[config.mk]
export PLATFORM = sky130hd
export DESIGN_NAME = tick_gen_multi
export DESIGN_NICKNAME = d
export VERILOG_FILES = /design/src/rtl/tick_gen_multi.sv
export SDC_FILE = /design/constraint.sdc
export NUM_CORES = 1
export LEC_CHECK = 0
export BUFFER_PORTS_ARGS = -buffer_cell sky130_fd_sc_hd__buf_4
export CORE_MARGIN = 2
export CORE_UTILIZATION = 45
export CTS_CLUSTER_DIAMETER = 200
export DETAILED_ROUTE_END_ITERATION = 6
export PLACE_DENSITY = 0.66
export RECOVER_POWER = 100
export SLEW_MARGIN = 20
export SYNTH_ARGS = -nofsm -noshare
export SYNTH_HDL_FRONTEND = slang
export SYNTH_SLANG_ARGS = --single-unit
[constraint.sdc]
create_clock -name mclk_i -period 3.22 [get_ports mclk_i]
set_clock_uncertainty 0.05 [all_clocks]
set_input_delay 0.322 -clock mclk_i [delete_from_list [all_inputs] [get_ports mclk_i]]
set_output_delay 0.322 -clock mclk_i [all_outputs]
set_load 0.05 [all_outputs]
[src/rtl/tick_gen_multi.sv]
// Multi-channel programmable tick generator: each channel emits a one-cycle tick
// every (period+1) enabled clocks, periodic or one-shot, with a global pause.
//
// state    | meaning
// ST_IDLE  | channel stopped, counter cleared, no ticks
// ST_RUN   | channel counting enabled cycles towards its active period
module tick_gen_multi #(
    parameter int NUM_CH         = 4,
    parameter int CNT_WDTH       = 30,
    parameter int DEFAULT_PERIOD = 100,
    parameter int AUTO_START     = 0,
    parameter int CH_W           = (NUM_CH > 1) ? $clog2(NUM_CH) : 1
) (
    input  logic                mclk_i,
    input  logic                rst_i,
    input  logic                en_i,
    input  logic                cfg_we_i,
    input  logic [CH_W-1:0]     cfg_ch_i,
    input  logic [CNT_WDTH-1:0] cfg_period_i,
    input  logic                cfg_oneshot_i,
    input  logic [NUM_CH-1:0]   start_i,
    input  logic [NUM_CH-1:0]   stop_i,
    output logic [NUM_CH-1:0]   tick_o,
    output logic [NUM_CH-1:0]   busy_o
);

    typedef enum logic {ST_IDLE = 1'b0, ST_RUN = 1'b1} state_t;

    localparam logic [CNT_WDTH-1:0] DEF_PERIOD = CNT_WDTH'(DEFAULT_PERIOD);
    localparam state_t RST_STATE = (AUTO_START != 0) ? ST_RUN : ST_IDLE;

    for (genvar g = 0; g < NUM_CH; g++) begin : g_ch
        state_t              state_q;
        logic [CNT_WDTH-1:0] cnt_q;
        logic [CNT_WDTH-1:0] act_period_q;
        logic [CNT_WDTH-1:0] period_q;
        logic [CNT_WDTH-1:0] period_d;
        logic                oneshot_q;
        logic                oneshot_d;
        logic                tick_q;
        logic                wr_sel;

        // Out-of-range channel indices never match any g, so they are dropped here.
        assign wr_sel = cfg_we_i && (cfg_ch_i == CH_W'(g));

        always_comb begin
            period_d  = period_q;
            oneshot_d = oneshot_q;
            if (wr_sel) begin
                period_d  = cfg_period_i;
                oneshot_d = cfg_oneshot_i;
            end
        end

        always_ff @(posedge mclk_i) begin
            if (rst_i) begin
                state_q      <= RST_STATE;
                cnt_q        <= '0;
                act_period_q <= DEF_PERIOD;
                period_q     <= DEF_PERIOD;
                oneshot_q    <= 1'b0;
                tick_q       <= 1'b0;
            end else begin
                period_q  <= period_d;
                oneshot_q <= oneshot_d;
                tick_q    <= 1'b0;
                if (stop_i[g]) begin
                    state_q <= ST_IDLE;
                    cnt_q   <= '0;
                end else if (start_i[g]) begin
                    // Write-first: a config write on this same edge is already in period_d.
                    state_q      <= ST_RUN;
                    cnt_q        <= '0;
                    act_period_q <= period_d;
                end else if (state_q == ST_RUN) begin
                    if (en_i) begin
                        if (cnt_q == act_period_q) begin
                            cnt_q        <= '0;
                            tick_q       <= 1'b1;
                            act_period_q <= period_d;
                            if (oneshot_q) begin
                                state_q <= ST_IDLE;
                            end
                        end else begin
                            cnt_q <= cnt_q + 1'b1;
                        end
                    end
                end else begin
                    cnt_q <= '0;
                end
            end
        end

        assign tick_o[g] = tick_q;
        assign busy_o[g] = (state_q == ST_RUN);
    end

endmodule

==> summary by stage <==
Status
The run finished, with violations left. The checks that failed: max-capacitance violations, max-slew violations.

Cells and area
From synthesis to final layout, the design area changed by 10.30%. The layout has roughly 3400 filler cells. The net count reported at finish is approximately 1900. The post-route netlist has between 10% and 20% of its cells at a drive strength greater than 1.

GRT
The first global-routing pass estimated 62.37 mm of wire. The number of antenna violations at the first check in global routing is 2. The via count of the first global-routing pass is between 10000 and 15000. Global routing consumed, over all layers together, between 20% and 30% of the routing resources. After global routing the overflow that remains totals 0. The pin count of the biggest net entering global routing is 88.

Power and ir drop
IR analysis of the VDD net gives a maximum drop of roughly 0.00037 V. After layout, the design draws a total of around 0.0097 W. The static leakage is 6.366 nW. The cell area power density is ~530 nW/um^2.

Setup path
The most numerous cell type found on the critical path is sky130_fd_sc_hd__nor4b_1. The endpoint required time on the critical path is roughly 3.6 ns. The kind of critical path is flip-flop to flip-flop. The critical path goes through xor2_1 > nor4b_1 > nor4b_1 > a41oi_2 > clkbuf_2 > mux2_2. The slowest stage of the critical path is the sky130_fd_sc_hd__nor4b_1 cell. On the worst path, the slowest cell contributes a delay of between 0.5 and 0.6 ns. The worst endpoint data arrival time is 3.18 ns.

The type of destination of the critical path is a flip-flop. The kind of start point of the critical path is a flip-flop. Along the worst path, the maximum fanout reaches 30.

Synthesis
The synthesized design contains 372 register bits. The count of flip-flops with a built-in enable after synthesis is 0. The post-synthesis cell count is about 1800. In the synthesized netlist the async set-or-reset flop fraction comes to 0%. sky130_fd_sc_hd__dfxtp_1 takes more of the synthesized area than any other cell. The number of nets handed over by synthesis was ~1900.

The post-synth design cell area is approximately 16000 um^2. Of the post-synthesis cell area, the dominant cell type holds 45.39%. Synthesis instantiated 42 different standard cells from the library. For this run, the register share of the synthesized area comes to 45.39%. In the post-synthesis netlist, the biggest area contributors are sky130_fd_sc_hd__dfxtp_1, sky130_fd_sc_hd__xnor2_1, sky130_fd_sc_hd__nand2_1, sky130_fd_sc_hd__mux2_4, sky130_fd_sc_hd__nor2b_1. The count of warnings emitted by yosys is 0. The primary flip-flop cell chosen by synthesis mapping is sky130_fd_sc_hd__dfxtp_1. The synthesized area divided by synthesized cell count is between 9 and 10 um^2.

Route
The first routing iteration left about 840 violations. After detailed routing, the number of remaining DRC violations is 0. Once detail routing completed, the nets flagged for antenna violations numbered 0. The final layout contains routed wiring with a total length of between 30 and 40 mm.

The overall via count from detail_route is 12020. Dividing the detail-routed via count by the number of cells gives approximately 5.2. After detailed routing, the average wire length per cell comes to around 17 um. The total iterations of the first detailed-routing run is 5.

STA
The normalized max-slew margin is -25.91%. The number of slew-limit violations in the final report is 80. The final setup violation count is 0. The clock period could shrink to 2.811 ns. The number of hold violations in the final report is 0. Setup repair after global routing left no endpoint under its margin. The final critical-path share of the clock period is 87.29%. The post-route setup TNS is 0 ns. Based on the critical path, the design can be clocked at up to approximately 360 MHz. The transition at the pin with the smallest max-transition slack is 1.889 ns.

Floorplanning
The floorplan step defined a die boundary enclosing around 38000 um^2. Pin placement for this block handled between 50 and 60 I/O pins. The total core area is approximately 36000 um^2.

For this configuration, the core starts out at a cell density of a little under half. Row generation in the floorplan step produced 69 rows. The die is a little under 200 um tall. The horizontal extent of the die is roughly 190 um.

Worst hold path
The worst hold path belongs to the class primary input to flip-flop.

Clock network
The number of setup buffers added after CTS is 0. The clock-pin slew on the worst setup and hold paths is around 0.060 ns. The maximum number of buffers from clock root to sink is 3. In this run the clock root is driven by a sky130_fd_sc_hd__clkbuf_16. TritonCTS built the clock tree. TritonCTS created 39 clock buffers. For the worst-skew pair, the clock arrives at the later sink with an insertion delay of roughly 0.53 ns. The number of clock sinks seen by CTS is about 370. CTS built an H-tree with a depth of 2.

Place
The number of buffers inserted by port buffering is 52. Summed over all nets, the half-perimeter wirelength after detailed placement is 27.06 mm. The final weighted congestion in routability-driven placement is 0.9061.

Job
The max-cap violation count is 1.
final cells by class:
class | instances | area, um^2 | share of cell area [%]
Antenna cell | 2 | 5.005 | 0.02765
Clock buffer | 55 | 1127 | 6.229
Clock inverter | 14 | 138.9 | 0.7674
Inverter | 19 | 71.32 | 0.3941
Multi-Input combinational cell | 1306 | 8208 | 45.35
Sequential cell | 372 | 7447 | 41.15
Tap cell | 461 | 576.8 | 3.187
Timing Repair Buffer | 76 | 523.0 | 2.890
synthesized netlist by cell type, types with 2 or more instances:
| library cell | n |
|---|---|
| sky130_fd_sc_hd__nand3_1 | 47 |
| sky130_fd_sc_hd__buf_2 | 8 |
| sky130_fd_sc_hd__nand2_1 | 288 |
| sky130_fd_sc_hd__mux2_2 | 60 |
| sky130_fd_sc_hd__a41oi_1 | 2 |
| sky130_fd_sc_hd__or2_2 | 16 |
| sky130_fd_sc_hd__o32a_1 | 2 |
| sky130_fd_sc_hd__xor2_1 | 65 |
| sky130_fd_sc_hd__a31oi_1 | 4 |
| sky130_fd_sc_hd__nor2_1 | 139 |
| sky130_fd_sc_hd__and2_1 | 2 |
| sky130_fd_sc_hd__nor2b_1 | 109 |
| sky130_fd_sc_hd__nor3_1 | 26 |
| sky130_fd_sc_hd__buf_6 | 7 |
| sky130_fd_sc_hd__buf_4 | 8 |
| sky130_fd_sc_hd__and3_1 | 20 |
| sky130_fd_sc_hd__nor4b_1 | 2 |
| sky130_fd_sc_hd__or4_1 | 9 |
| sky130_fd_sc_hd__nor4_1 | 33 |
| sky130_fd_sc_hd__nand2b_1 | 2 |
| sky130_fd_sc_hd__a21oi_1 | 119 |
| sky130_fd_sc_hd__dfxtp_1 | 372 |
| sky130_fd_sc_hd__and4_1 | 16 |
| sky130_fd_sc_hd__xnor2_2 | 2 |
| sky130_fd_sc_hd__mux2i_1 | 4 |
| sky130_fd_sc_hd__or3_1 | 9 |
| sky130_fd_sc_hd__ha_1 | 4 |
| sky130_fd_sc_hd__inv_1 | 19 |
| sky130_fd_sc_hd__clkbuf_1 | 72 |
| sky130_fd_sc_hd__buf_1 | 10 |
| sky130_fd_sc_hd__nand3b_1 | 12 |
| sky130_fd_sc_hd__mux2_4 | 60 |
| sky130_fd_sc_hd__nand4_1 | 73 |
| sky130_fd_sc_hd__o21ai_0 | 11 |
| sky130_fd_sc_hd__xnor2_1 | 163 |
cell families (layout without fill, tap and decap cells):
group                      after synthesis  in the layout  synth area share (%)
AOI/OAI and AO/OA                      142            142                 4.545
xor gates and xnor gates               230            230                 12.37
adders and majority gates                4              4                0.3051
buffers and inverters                  124            164                 3.401
DFF                                    372            372                 45.39
muxes                                  124            124                 9.853
other                                    0              2                     0
and+or+nand+nor                        806            806                 24.14
final timing paths:
path                                                     start                                   end  slack (ns)  cells after the start
worst max-delay path            g_ch[0].cnt_q[25]$_SDFFE_PP0P_  g_ch[0].act_period_q[6]$_SDFFE_PP1P_        0.41                      6
worst min-delay path                                 stop_i[0]            g_ch[0].state_q$_SDFF_PP0_        0.02                      4
worst max register to register  g_ch[0].cnt_q[25]$_SDFFE_PP0P_  g_ch[0].act_period_q[6]$_SDFFE_PP1P_        0.41                      6
worst min register to register  g_ch[1].period_q[7]$_SDFF_PP0_        g_ch[1].period_q[7]$_SDFF_PP0_        0.40                      2
where the power goes:
group / total [W] / switching (W) / leakage (nW) / internal, W
sequential: 0.00473 / 0.0000420 / 3.01 / 0.00469
clock: 0.00445 / 0.00184 / 0.632 / 0.00261
combinational: 0.000494 / 0.000312 / 2.72 / 0.000182
through the flow:
stage	util, %	cells	worst slack, ns	cell area, um^2	hold WS (ns)
after floorplan	-	1802	1.018	16410	0.3637
after global placement	47.85	2232	0.5256	17100	0.3934
after detailed placement	47.85	2232	0.5065	17100	0.3919
after CTS	51.45	2303	0.4965	18390	0.002330
after global routing	50.63	2305	0.2826	18100	0.02714
final	50.63	2305	0.4092	18100	0.02303
per-layer routing:
layer	part of all wire [%]	up-vias	global-route usage, %
met4	3.6	0	8.058
met3	4.0	73	3.297
met1	48	5638	28.10
met2	45	250	32.42
met5	0	-	0
li1	-	6061	-
registers in the layout (all words and copies together), names as in the netlist:
name and cells:
g_ch.act_period_q 120, g_ch.tick_q 4, g_ch.oneshot_q 4, g_ch.cnt_q 120
g_ch.state_q 4, g_ch.period_q 120
layout by cell type, fill, tap and decap left out, types with 10 or more instances in the layout:
cell / Yosys / final
sky130_fd_sc_hd__clkbuf_16: 0 / 40
sky130_fd_sc_hd__nand4_1: 73 / 73
sky130_fd_sc_hd__and3_1: 20 / 20
sky130_fd_sc_hd__nand3b_1: 12 / 12
sky130_fd_sc_hd__buf_4: 8 / 54
sky130_fd_sc_hd__inv_1: 19 / 19
sky130_fd_sc_hd__and4_1: 16 / 16
sky130_fd_sc_hd__nand3_1: 47 / 47
sky130_fd_sc_hd__xor2_1: 65 / 65
sky130_fd_sc_hd__o21ai_0: 11 / 10
sky130_fd_sc_hd__nand2_1: 288 / 288
sky130_fd_sc_hd__mux2_2: 60 / 60
sky130_fd_sc_hd__mux2_1: 0 / 60
sky130_fd_sc_hd__xnor2_1: 163 / 163
sky130_fd_sc_hd__clkbuf_1: 72 / 22
sky130_fd_sc_hd__nor3_1: 26 / 26
sky130_fd_sc_hd__nor2_1: 139 / 137
sky130_fd_sc_hd__or2_2: 16 / 16
sky130_fd_sc_hd__a21oi_1: 119 / 119
sky130_fd_sc_hd__dfxtp_1: 372 / 372
sky130_fd_sc_hd__nor4_1: 33 / 33
sky130_fd_sc_hd__nor2b_1: 109 / 109
repair_timing:
| action | in CTS | in global routing |
|---|---|---|
| gates resized for setup | 0 | 0 |
| endpoints found under the hold margin | 1 | 0 |
| hold buffers | 2 | 0 |
critical path: cells and delay by family (launching register included):
kind	cells	cell delay [ns]
AOI/OAI and AO/OA	1	0.19
buffers and inverters	1	0.50
xor gates and xnor gates	1	0.21
muxes	1	0.46
DFF	1	0.36
and+or+nand+nor	2	0.90
No activity file was read; power rests on OpenSTA's default activity.
